File: src/rtl/ram_pkg.sv
// Shared types and constants for the RAM arbiter slice.
// Holds the round-robin grant rule used by rr_arbiter2.
package ram_pkg;

  localparam int DATA_W    = 32;
  localparam int S_DEFAULT = 12;

  typedef logic [0:0] req_id_t;

  typedef struct packed {
    logic    rd_valid;
    req_id_t owner;
  } trk_stage_t;

  // Grant vector {grant1, grant0}; on contention the requester not served last wins.
  function automatic logic [1:0] rr_grant(
    input logic    v0,
    input logic    v1,
    input req_id_t last
  );
    logic [1:0] g;
    if (v0 && v1) begin
      if (last == 1'b1) begin
        g = 2'b01;
      end else begin
        g = 2'b10;
      end
    end else begin
      g = {v1, v0};
    end
    return g;
  endfunction

endpackage

File: src/rtl/rr_arbiter2.sv
// Two-requester round-robin arbiter: combinational grant, registered
// record of the most recently accepted requester.
module rr_arbiter2
  import ram_pkg::*;
(
  input  logic    clk,
  input  logic    rst,
  input  logic    valid0,
  input  logic    valid1,
  output logic    grant0,
  output logic    grant1,
  output req_id_t winner,
  output logic    accept
);

  logic [1:0] grant_s;
  req_id_t    last_r;

  // Grant decode from the two valids and the last-served pointer.
  always_comb begin
    grant_s = rr_grant(valid0, valid1, last_r);
    grant0  = grant_s[0];
    grant1  = grant_s[1];
    accept  = grant_s[0] | grant_s[1];
    winner  = grant_s[1];
  end

  // Last-served pointer; reset to 1 so requester 0 wins the first contention.
  always_ff @(posedge clk or negedge rst) begin
    if (!rst) begin
      last_r <= 1'b1;
    end else if (accept) begin
      last_r <= winner;
    end
  end

endmodule

File: src/rtl/ram_arbiter.sv
// Shares one single-port RAM between two valid/ready requesters; issues
// registered commands and routes read data back after a 2-stage tracker.
module ram_arbiter
  import ram_pkg::*;
#(
  parameter int S = S_DEFAULT
) (
  input  logic              clk,
  input  logic              rst,
  input  logic              req0_valid,
  input  logic              req0_write,
  input  logic [S-1:0]      req0_addr,
  input  logic [DATA_W-1:0] req0_wdata,
  output logic              req0_ready,
  input  logic              req1_valid,
  input  logic              req1_write,
  input  logic [S-1:0]      req1_addr,
  input  logic [DATA_W-1:0] req1_wdata,
  output logic              req1_ready,
  output logic              rsp0_valid,
  output logic [DATA_W-1:0] rsp0_rdata,
  output logic              rsp1_valid,
  output logic [DATA_W-1:0] rsp1_rdata,
  output logic [S-1:0]      ram_address,
  output logic              ram_write,
  output logic [DATA_W-1:0] ram_dataIn,
  input  logic [DATA_W-1:0] ram_dataOut
);

  logic              grant0_s;
  logic              grant1_s;
  logic              accept_s;
  req_id_t           winner_s;
  logic              sel_write_s;
  logic [S-1:0]      sel_addr_s;
  logic [DATA_W-1:0] sel_wdata_s;
  trk_stage_t        trk_in_s;
  trk_stage_t        trk1_r;
  trk_stage_t        trk2_r;

  rr_arbiter2 u_arb (
    .clk    (clk),
    .rst    (rst),
    .valid0 (req0_valid),
    .valid1 (req1_valid),
    .grant0 (grant0_s),
    .grant1 (grant1_s),
    .winner (winner_s),
    .accept (accept_s)
  );

  assign req0_ready = grant0_s;
  assign req1_ready = grant1_s;

  // Select the winning requester's command.
  always_comb begin
    sel_write_s = req0_write;
    sel_addr_s  = req0_addr;
    sel_wdata_s = req0_wdata;
    if (winner_s == 1'b1) begin
      sel_write_s = req1_write;
      sel_addr_s  = req1_addr;
      sel_wdata_s = req1_wdata;
    end else begin
      sel_write_s = req0_write;
      sel_addr_s  = req0_addr;
      sel_wdata_s = req0_wdata;
    end
  end

  // Tracker entry for the command accepted this cycle.
  always_comb begin
    trk_in_s.rd_valid = accept_s && !sel_write_s;
    trk_in_s.owner    = winner_s;
  end

  // Issue registers; address and data hold when idle so the RAM sees no spurious write.
  always_ff @(posedge clk or negedge rst) begin
    if (!rst) begin
      ram_address <= {S{1'b0}};
      ram_write   <= 1'b0;
      ram_dataIn  <= {DATA_W{1'b0}};
    end else if (accept_s) begin
      ram_address <= sel_addr_s;
      ram_write   <= sel_write_s;
      ram_dataIn  <= sel_wdata_s;
    end else begin
      ram_write   <= 1'b0;
    end
  end

  // Two-stage read tracker aligned with the RAM's registered output.
  always_ff @(posedge clk or negedge rst) begin
    if (!rst) begin
      trk1_r.rd_valid <= 1'b0;
      trk1_r.owner    <= 1'b0;
      trk2_r.rd_valid <= 1'b0;
      trk2_r.owner    <= 1'b0;
    end else begin
      trk1_r <= trk_in_s;
      trk2_r <= trk1_r;
    end
  end

  // Response registers; only the owner's rdata is loaded.
  always_ff @(posedge clk or negedge rst) begin
    if (!rst) begin
      rsp0_valid <= 1'b0;
      rsp1_valid <= 1'b0;
      rsp0_rdata <= {DATA_W{1'b0}};
      rsp1_rdata <= {DATA_W{1'b0}};
    end else begin
      rsp0_valid <= trk2_r.rd_valid && (trk2_r.owner == 1'b0);
      rsp1_valid <= trk2_r.rd_valid && (trk2_r.owner == 1'b1);
      if (trk2_r.rd_valid && (trk2_r.owner == 1'b0)) begin
        rsp0_rdata <= ram_dataOut;
      end
      if (trk2_r.rd_valid && (trk2_r.owner == 1'b1)) begin
        rsp1_rdata <= ram_dataOut;
      end
    end
  end

endmodule

File: config.mk
export PLATFORM = sky130hd
export DESIGN_NAME = ram_arbiter
export DESIGN_NICKNAME = d
export VERILOG_FILES = /design/src/rtl/ram_pkg.sv /design/src/rtl/rr_arbiter2.sv /design/src/rtl/ram_arbiter.sv
export SDC_FILE = /design/constraint.sdc
export NUM_CORES = 1
export LEC_CHECK = 0
export BUFFER_PORTS_ARGS = -buffer_cell sky130_fd_sc_hd__buf_4
export CAP_MARGIN = 20
export CORE_ASPECT_RATIO = 1.2
export CORE_MARGIN = 2
export CORE_UTILIZATION = 45
export CTS_BUF_LIST = sky130_fd_sc_hd__clkbuf_4
export CTS_CLUSTER_SIZE = 28
export DETAILED_ROUTE_END_ITERATION = 10
export PLACE_DENSITY_LB_ADDON = 0.1
export SYNTH_ARGS = -nofsm -noshare
export SYNTH_HDL_FRONTEND = slang
export SYNTH_SLANG_ARGS = --single-unit
File: constraint.sdc
create_clock -name clk -period 1.3 [get_ports clk]
set_input_delay 0 -clock clk [delete_from_list [all_inputs] [get_ports clk]]
set_output_delay 0 -clock clk [all_outputs]
set_load 0.05 [all_outputs]
Word level (Yosys, flattened, before mapping)
Index checks and enable logic that the tools add are counted.
{"block": "totals", "out_inout_bits": 113, "inputBits": 126, "register_bits": 116}
{"block": "classes", "mux": 6, "bitwise_logic": 2, "n_reduce_logical": 5}
{"operator": "32-bit 2-to-1 mux", "count": 1}
{"operator": "12-bit 2-to-1 mux", "count": 1}
{"operator": "1-bit logical AND", "count": 4}
{"operator": "2-bit 2-to-1 mux", "count": 2}
{"operator": "1-bit 2-to-1 mux", "count": 2}
{"operator": "1-bit zero test", "count": 1}
{"operator": "1-bit NOT", "count": 1}
{"operator": "1-bit OR", "count": 1}

Logic depth before layout (Yosys ltp)
Gate-level depths: netlist (run 1).
{"block": "depth", "ltp_word": 5, "ltp_mapped": 5}

By module
A second synthesis (run 1) with hierarchy kept.
{"block": "unflattened", "hier_cells": 348, "hier_area_um2": 4848.4}
{"mod": "ram_arbiter", "area_per_inst_um2": 4780.8, "seq_area_each_um2": 2877.8, "instances": 1, "cells_per_inst": 340}
{"mod": "rr_arbiter2", "area_per_inst_um2": 67.6, "seq_area_each_um2": 26.3, "instances": 1, "cells_per_inst": 8}

Least setup slack after synthesis (run 1)
Ideal clock, no wire load.
{"block": "synth_timing", "kind": "register to register", "startpoint": "register u_arb.last_r", "endpoint": "register ram_write", "synth_period_minus_slack_ns": 1.419, "setup_slack_ns": -0.119, "arrival_ns": 1.298, "path_stages_with_launch": 6, "t_required_ns": 1.179, "n_path_buf": 1, "cell_sequence": "dfstp_2 -> buf_4 -> nand2_4 -> nand2_1 -> inv_1 -> a22o_1"}
{"block": "synth_between", "elab_chain_len": 4}
{"element": "from (decl)", "line": "rr_arbiter2.sv:17", "rtl": "req_id_t last_r;"}
{"element": "from (signal assigned)", "line": "rr_arbiter2.sv:33", "rtl": "last_r <= winner;"}
{"element": "2-bit 2-to-1 mux (*)", "line": "ram_pkg.sv:23", "rtl": "if (last == 1'b1) begin"}
{"element": "2-bit 2-to-1 mux (*)", "line": "ram_pkg.sv:22", "rtl": "if (v0 && v1) begin"}
{"element": "named net req1_ready", "line": "ram_arbiter.sv:19", "rtl": "output logic req1_ready,"}
{"element": "1-bit 2-to-1 mux or 1-bit OR (tied branches)", "line": "ram_arbiter.sv:60, rr_arbiter2.sv:24"}
{"element": "1-bit 2-to-1 mux (*)", "line": "ram_arbiter.sv:83", "rtl": "end else if (accept_s) begin"}
{"element": "to (signal assigned)", "line": "ram_arbiter.sv:85", "rtl": "ram_write <= sel_write_s;"}
{"element": "to (decl)", "line": "ram_arbiter.sv:25", "rtl": "output logic ram_write,"}
The timed path passes the listed nets; every way through them passes the cells marked *.
A chain may end at the register's enable or synchronous reset.

Worst setup path in the final report (run 1)
{"block": "layout_timing", "startpoint": "register u_arb.last_r", "endpoint": "register ram_write"}
{"block": "layout_between", "elab_chain_len": 4}
{"element": "2-bit 2-to-1 mux (*)", "line": "ram_pkg.sv:23"}
{"element": "2-bit 2-to-1 mux (*)", "line": "ram_pkg.sv:22"}
{"element": "1-bit 2-to-1 mux or 1-bit OR (tied branches)", "line": "ram_arbiter.sv:60, rr_arbiter2.sv:24"}
{"element": "1-bit 2-to-1 mux (*)", "line": "ram_arbiter.sv:83"}
Every way passes the cells marked *; elsewhere a longest branch is shown, timed or not.

==> results.json, run 1 <==
{
  "htreeDepth": 4,
  "clk_pin_slew_ns": 0.12,
  "grt_pass1_wl_um": 26000,
  "synthTopCellsByArea": "dfrtp_1 54%, mux2i_1 8.3%, mux2_4 8.2%",
  "num-fill-cells": 697,
  "cp-start-kind": "flip-flop",
  "cp.arrival_ns": 1.99,
  "p_per_area_nw_per_um2": 1500,
  "dpl.hpwl_um": 9990,
  "globalplace.congestion": 0.840,
  "synthCells": 406,
  "min_period_over_period_pct": 123,
  "hold_class": "primary input to flip-flop",
  "slew_viol_final": 0,
  "holdWs_ns": -0.124,
  "vias_per_cell": 5.28,
  "core_um2": 11500,
  "maxCapViolCount": 0,
  "status": "finished with violations",
  "rsz0062_at_grt": "true",
  "grt_antenna_before_repair": 2,
  "worstSetupPathType": "flip-flop to flip-flop",
  "cts_hold_buf": 130,
  "vias": 5052,
  "synth_edf_count": 0,
  "ios": 239,
  "finalSetupViolCount": 48,
  "std_cell_rows": 43,
  "fin_tns_setup_ns": -7.81,
  "syn-cell-area_um2": 5300,
  "async_flop_share_pct": 100,
  "grt_max_degree": 46,
  "cts_tree": "done",
  "maxSlewHeadroom_pct": 73.1,
  "clock.fmax_mhz": 628,
  "syn_nets": 532,
  "syn2layout_area_growth_pct": 75.6,
  "clk_path_buf_depth": 2,
  "port_buffers": 238,
  "clock-root-buffer": "clkbuf_4",
  "drt_iter0_markers": 154,
  "cp_max_fo": 2,
  "ir_drop_mv": 0.725,
  "synth_seq_cells": 116,
  "overflow": 0,
  "synth_cell_types": 23,
  "seq_area_frac_synth_pct": 54.8,
  "leakage_nw": 4.51,
  "die_area_um2": 12700,
  "grtUsageTotal_pct": 26.7,
  "finalWirelength_um": 17700,
  "grt_pass1_vias": 5445,
  "die_h_um": 123,
  "clock_latency_ns": 0.52,
  "synth_ff_type": "dfrtp_1",
  "drive_gt1_share_pct": 49.9,
  "synth_top_area_share_pct": 54.3,
  "cts.sinks": 116,
  "worst_pin_slew_ns": 0.403,
  "yosys.area.top_type": "dfrtp_1",
  "numCtsBuffers": 17,
  "cp_data_required_time_ns": 1.70,
  "fin_area_um2": 9310,
  "period_minus_slack_ns": 1.59,
  "violations": "hold timing, setup timing",
  "synth_most_common_cell": "dfrtp_1",
  "start_util_pct": 46.1,
  "synth_common_cells": "115 x dfrtp_1, 44 x a31oi_1, 44 x and3_1, 44 x mux2i_1, 35 x mux2_2",
  "drtPass1Iterations": 4,
  "layout.nets": 913,
  "post_drt_wl_per_cell_um": 18.5,
  "die_x_um": 103,
  "placed_area_um2": 7320,
  "fin_worst_skew_ns": 0.0184,
  "ant_nets": 0,
  "hold_viol_final": 9,
  "drc": 0,
  "synth-warning-count": 0,
  "timing.final.ws_setup_ns": -0.293,
  "crit_path_end_kind": "flip-flop",
  "synthesis.area_per_instance_um2": 13.1
}
-- worst paths after layout --
check / cells past startpoint / start / slack, ns / to
worst min register to register: 0 / trk1_r[1]$_DFF_PN0_ / 0.36 / trk2_r[1]$_DFF_PN0_
worst max-delay path: 8 / u_arb.last_r$_DFFE_PN1P_ / -0.29 / ram_write$_DFF_PN0_
max in group asynchronous: 4 / rst / 0.18 / u_arb.last_r$_DFFE_PN1P_
min in group asynchronous: 3 / rst / 0.47 / rsp0_rdata[6]$_DFFE_PN0P_
worst max register to register: 8 / u_arb.last_r$_DFFE_PN1P_ / -0.29 / ram_write$_DFF_PN0_
worst min-delay path: 2 / req1_valid / -0.12 / ram_dataIn[22]$_DFFE_PN0P_
-- worst max-delay path, stage by stage, from the launching register on --
cell and delay [ns]:
dfstp_2 0.58, buf_12 0.11, nand2_8 0.05, nand2_4 0.08
clkinvlp_4 0.09, buf_4 0.13, buf_4 0.11, buf_4 0.12
a22o_1 0.19
-- final cells by class --
type,instances,area (µm²),share of cell area [%]
Sequential cell,116,2900,31.2
Multi-Input combinational cell,248,2430,26.1
Clock inverter,13,138,1.48
Inverter,6,26.3,0.282
Clock buffer,17,128,1.37
Antenna cell,2,5.00,0.0537
Timing Repair Buffer,398,3490,37.5
Tap cell,157,196,2.11
-- logic make-up after synthesis --
group	count (synthesis)	synth area share (%)
flops	116	54.8
mux	108	23.9
simple gates	48	5.85
compound gates	92	9.86
buf+inv	42	5.59
-- sequential cells by signal (all words and copies together), names as in the netlist --
signal / cells
trk1_r: 2
rsp0_rdata: 32
u_arb.last_r: 1
rsp1_valid: 1
ram_write: 1
ram_dataIn: 32
rsp0_valid: 1
rsp1_rdata: 32
trk2_r: 2
ram_address: 12
-- layout by cell type, fill, tap and decap left out --
| cell | synthesis | routed |
|---|---|---|
| nand2_2 | 1 | 1 |
| mux2_4 | 29 | 29 |
| inv_1 | 6 | 4 |
| inv_2 | 0 | 1 |
| nand2_4 | 1 | 1 |
| a21boi_1 | 0 | 1 |
| and3_4 | 0 | 1 |
| mux2i_1 | 44 | 44 |
| inv_6 | 0 | 1 |
| dfrtp_1 | 115 | 115 |
| clkinvlp_4 | 0 | 7 |
| bufinv_16 | 0 | 2 |
| a31oi_1 | 44 | 18 |
| clkinv_2 | 0 | 3 |
| o22ai_1 | 1 | 1 |
| mux2_2 | 35 | 35 |
| o21ai_2 | 0 | 2 |
| nand2b_4 | 1 | 1 |
| o21ai_0 | 27 | 5 |
| dfstp_2 | 1 | 1 |
| clkinv_4 | 0 | 1 |
| diode_2 | 0 | 2 |
| buf_6 | 8 | 1 |
| buf_12 | 3 | 12 |
| and3_1 | 44 | 43 |
| buf_4 | 5 | 252 |
| nand2_8 | 0 | 1 |
| dlygate4sd3_1 | 0 | 130 |
| buf_8 | 0 | 3 |
| a22o_1 | 1 | 1 |
| a31oi_4 | 0 | 15 |
| clkbuf_4 | 0 | 17 |
| a31oi_2 | 0 | 11 |
| o21ai_1 | 18 | 38 |
-- timing repair --
action / CTS / global route
endpoints found under the hold margin: 227 / 10
setup buffers: 7 / 3
resized for setup: 15 / 49
pin swaps: 1 / 4
endpoints found under the setup margin: 2 / 49
-- per-stage QoR --
| stage | hold WS (ns) | setup slack, ns | total power [W] | util, % | std cells |
|---|---|---|---|---|---|
| 6_report | -0.124 | -0.293 | 0.0140 | 80.9 | 957 |
| 3_3_place_gp | -0.0540 | 0.0796 | 0.0107 | 63.6 | 785 |
| 4_1_cts | -0.193 | -0.342 | 0.0138 | 78.0 | 952 |
| 2_1_floorplan | -0.296 | -0.112 | 0.00877 | - | 406 |
| 5_1_grt | -0.186 | -0.390 | 0.0145 | 80.9 | 957 |
| 3_5_place_dp | -0.0524 | 0.0322 | 0.0108 | 63.6 | 785 |
-- per-layer routing --
layer	track usage, %	up-vias	wire length [µm]
met3	8.03	55	1150
met5	0	-	0
met2	46.8	240	9230
li1	-	2274	-
met1	28.8	2483	6560
met4	14.0	0	782
-- report_power, final --
| group | switching (W) | leakage (nW) | internal [W] | total (W) |
|---|---|---|---|---|
| Combinational | 0.00407 | 3.02 | 0.00253 | 0.00660 |
| Sequential | 0.000446 | 1.37 | 0.00436 | 0.00481 |
| Clock | 0.00143 | 0.128 | 0.00111 | 0.00255 |
(Power assumes the default switching activity.)
==> inputs of run 2 (changes only) <==
==> constraint.sdc (replaced) <==
create_clock -name clk -period 1.3 [get_ports clk]
set_input_delay 0.13 -clock clk [delete_from_list [all_inputs] [get_ports clk]]
set_output_delay 0.13 -clock clk [all_outputs]
set_load 0.05 [all_outputs]
==> results.json, run 2 (synthesized netlist as in run 1, its figures left out) <==
{
  "status": "finished with violations",
  "violations": "setup timing",
  "vias_per_cell": 5.66,
  "cp_data_required_time_ns": 1.17,
  "hold_class": "primary input to asynchronous set/reset pin",
  "grt_pass1_wl_um": 27300,
  "maxCapViolCount": 0,
  "overflow": 0,
  "cp-start-kind": "primary input",
  "hold_viol_final": 0,
  "cp_max_fo": 9,
  "p_total_w": 0.0157,
  "cts_tree": "done",
  "rsz0062_at_grt": "true",
  "layout.nets": 933,
  "layout_common_cells": "204 x buf_4, 123 x dlygate4sd3_1, 115 x dfrtp_1",
  "slew_viol_final": 0,
  "globalplace.congestion": 0.836,
  "drc": 0,
  "ir_drop_mv": 0.860,
  "post_drt_wl_per_cell_um": 23.1,
  "grtUsageTotal_pct": 28.1,
  "p_per_area_nw_per_um2": 1530,
  "clk_path_buf_depth": 2,
  "final_common_cell": "buf_4",
  "clock-root-buffer": "clkbuf_4",
  "ios": 239,
  "htreeDepth": 4,
  "core_um2": 11500,
  "clock.fmax_mhz": 573,
  "worstSetupPathType": "primary input to output pin",
  "drt_iter0_markers": 245,
  "top_regs": "ram_dataIn: 32 flops, rsp0_rdata: 32 flops, rsp1_rdata: 32 flops",
  "finalWirelength_um": 22600,
  "die_x_um": 103,
  "die_h_um": 123,
  "ant_nets": 0,
  "ff2ff_path_depth": 6,
  "clk_pin_slew_ns": 0.12,
  "drive_gt1_share_pct": 55.8,
  "timing.final.ws_setup_ns": -0.445,
  "drtPass1Iterations": 5,
  "fin_worst_skew_ns": 0.0277,
  "finalSetupViolCount": 48,
  "worst_pin_slew_ns": 0.693,
  "period_minus_slack_ns": 1.75,
  "clock_latency_ns": 0.52,
  "grt_pass1_vias": 5606,
  "start_util_pct": 46.1,
  "syn2layout_area_growth_pct": 93.5,
  "crit_path_end_kind": "output pin",
  "dpl.hpwl_um": 10100,
  "vias": 5531,
  "std_cell_rows": 43,
  "holdWs_ns": 0.0807,
  "port_buffers": 238,
  "numCtsBuffers": 17,
  "cp.arrival_ns": 1.62,
  "cts.sinks": 116,
  "leakage_nw": 4.83,
  "maxSlewHeadroom_pct": 53.8,
  "grt_max_degree": 49,
  "grt_antenna_before_repair": 1,
  "die_area_um2": 12700,
  "min_period_over_period_pct": 134
}
## run 2: critical path: stages
cell,delay (ns)
buf_4,0.15
dlymetal6s4s_1,0.65
inv_1,0.23
o21ai_4,0.22
inv_2,0.08
buf_8,0.15
## run 2: stage by stage
| step | instance area (µm²) | setup WS [ns] | cells | TNS [ns] | utilization [%] |
|---|---|---|---|---|---|
| after global routing | 10300 | -0.481 | 977 | -12.60 | 89.1 |
| after CTS | 9280 | -0.390 | 954 | -7.38 | 80.6 |
| after global placement | 7330 | 0.0360 | 783 | 0 | 63.7 |
| after detailed placement | 7330 | -0.00156 | 783 | -0.00156 | 63.7 |
| after floorplan | 5330 | -0.112 | 406 | -0.112 | - |
| final | 10300 | -0.445 | 977 | -11.01 | 89.1 |
## run 2: power breakdown
| group | total [W] | switching, W | internal, W |
|---|---|---|---|
| sequential | 0.00491 | 0.000543 | 0.00437 |
| combinational | 0.00754 | 0.00442 | 0.00312 |
| clock | 0.00322 | 0.00151 | 0.00170 |
## run 2: what timing repair did
item / 4_1_cts / 5_1_grt
setup endpoints to repair: 17 / 113
gates cloned: 5 / 2
buffers inserted: 11 / 23
endpoints found under the hold margin: 226 / 0
hold buffers: 124 / 0
resized for setup: 55 / 133
pin swaps: 41 / 8
## run 2: path summary, 6_finish.rpt
check	from	endpoint	slack, ns
max in group asynchronous	rst	ram_dataIn[24]$_DFFE_PN0P_	0.66
hold / removal	rst	rsp1_rdata[6]$_DFFE_PN0P_	0.08
min in group clk	req0_valid	ram_dataIn[11]$_DFFE_PN0P_	0.10
setup reg to reg	u_arb.last_r$_DFFE_PN1P_	ram_dataIn[3]$_DFFE_PN0P_	-0.36
setup / recovery	req1_valid	req0_ready	-0.45
hold reg to reg	trk1_r[1]$_DFF_PN0_	trk2_r[1]$_DFF_PN0_	0.36
## run 2: final cells by class
| type | count | area, µm² |
|---|---|---|
| Timing Repair Buffer | 418 | 4030 |
| Inverter | 6 | 26.3 |
| Sequential cell | 116 | 2900 |
| Tap cell | 157 | 196 |
| Clock buffer | 17 | 128 |
| Antenna cell | 1 | 2.50 |
| Clock inverter | 14 | 210 |
| Fill cell | 497 | 1250 |
| Multi-Input combinational cell | 248 | 2770 |
## run 2: routing by layer
metal	routed length (µm)	global-route usage [%]
met1	7900	29.6
met2	11800	49.1
met3	1640	8.25
met4	1240	16.7
met5	0	0
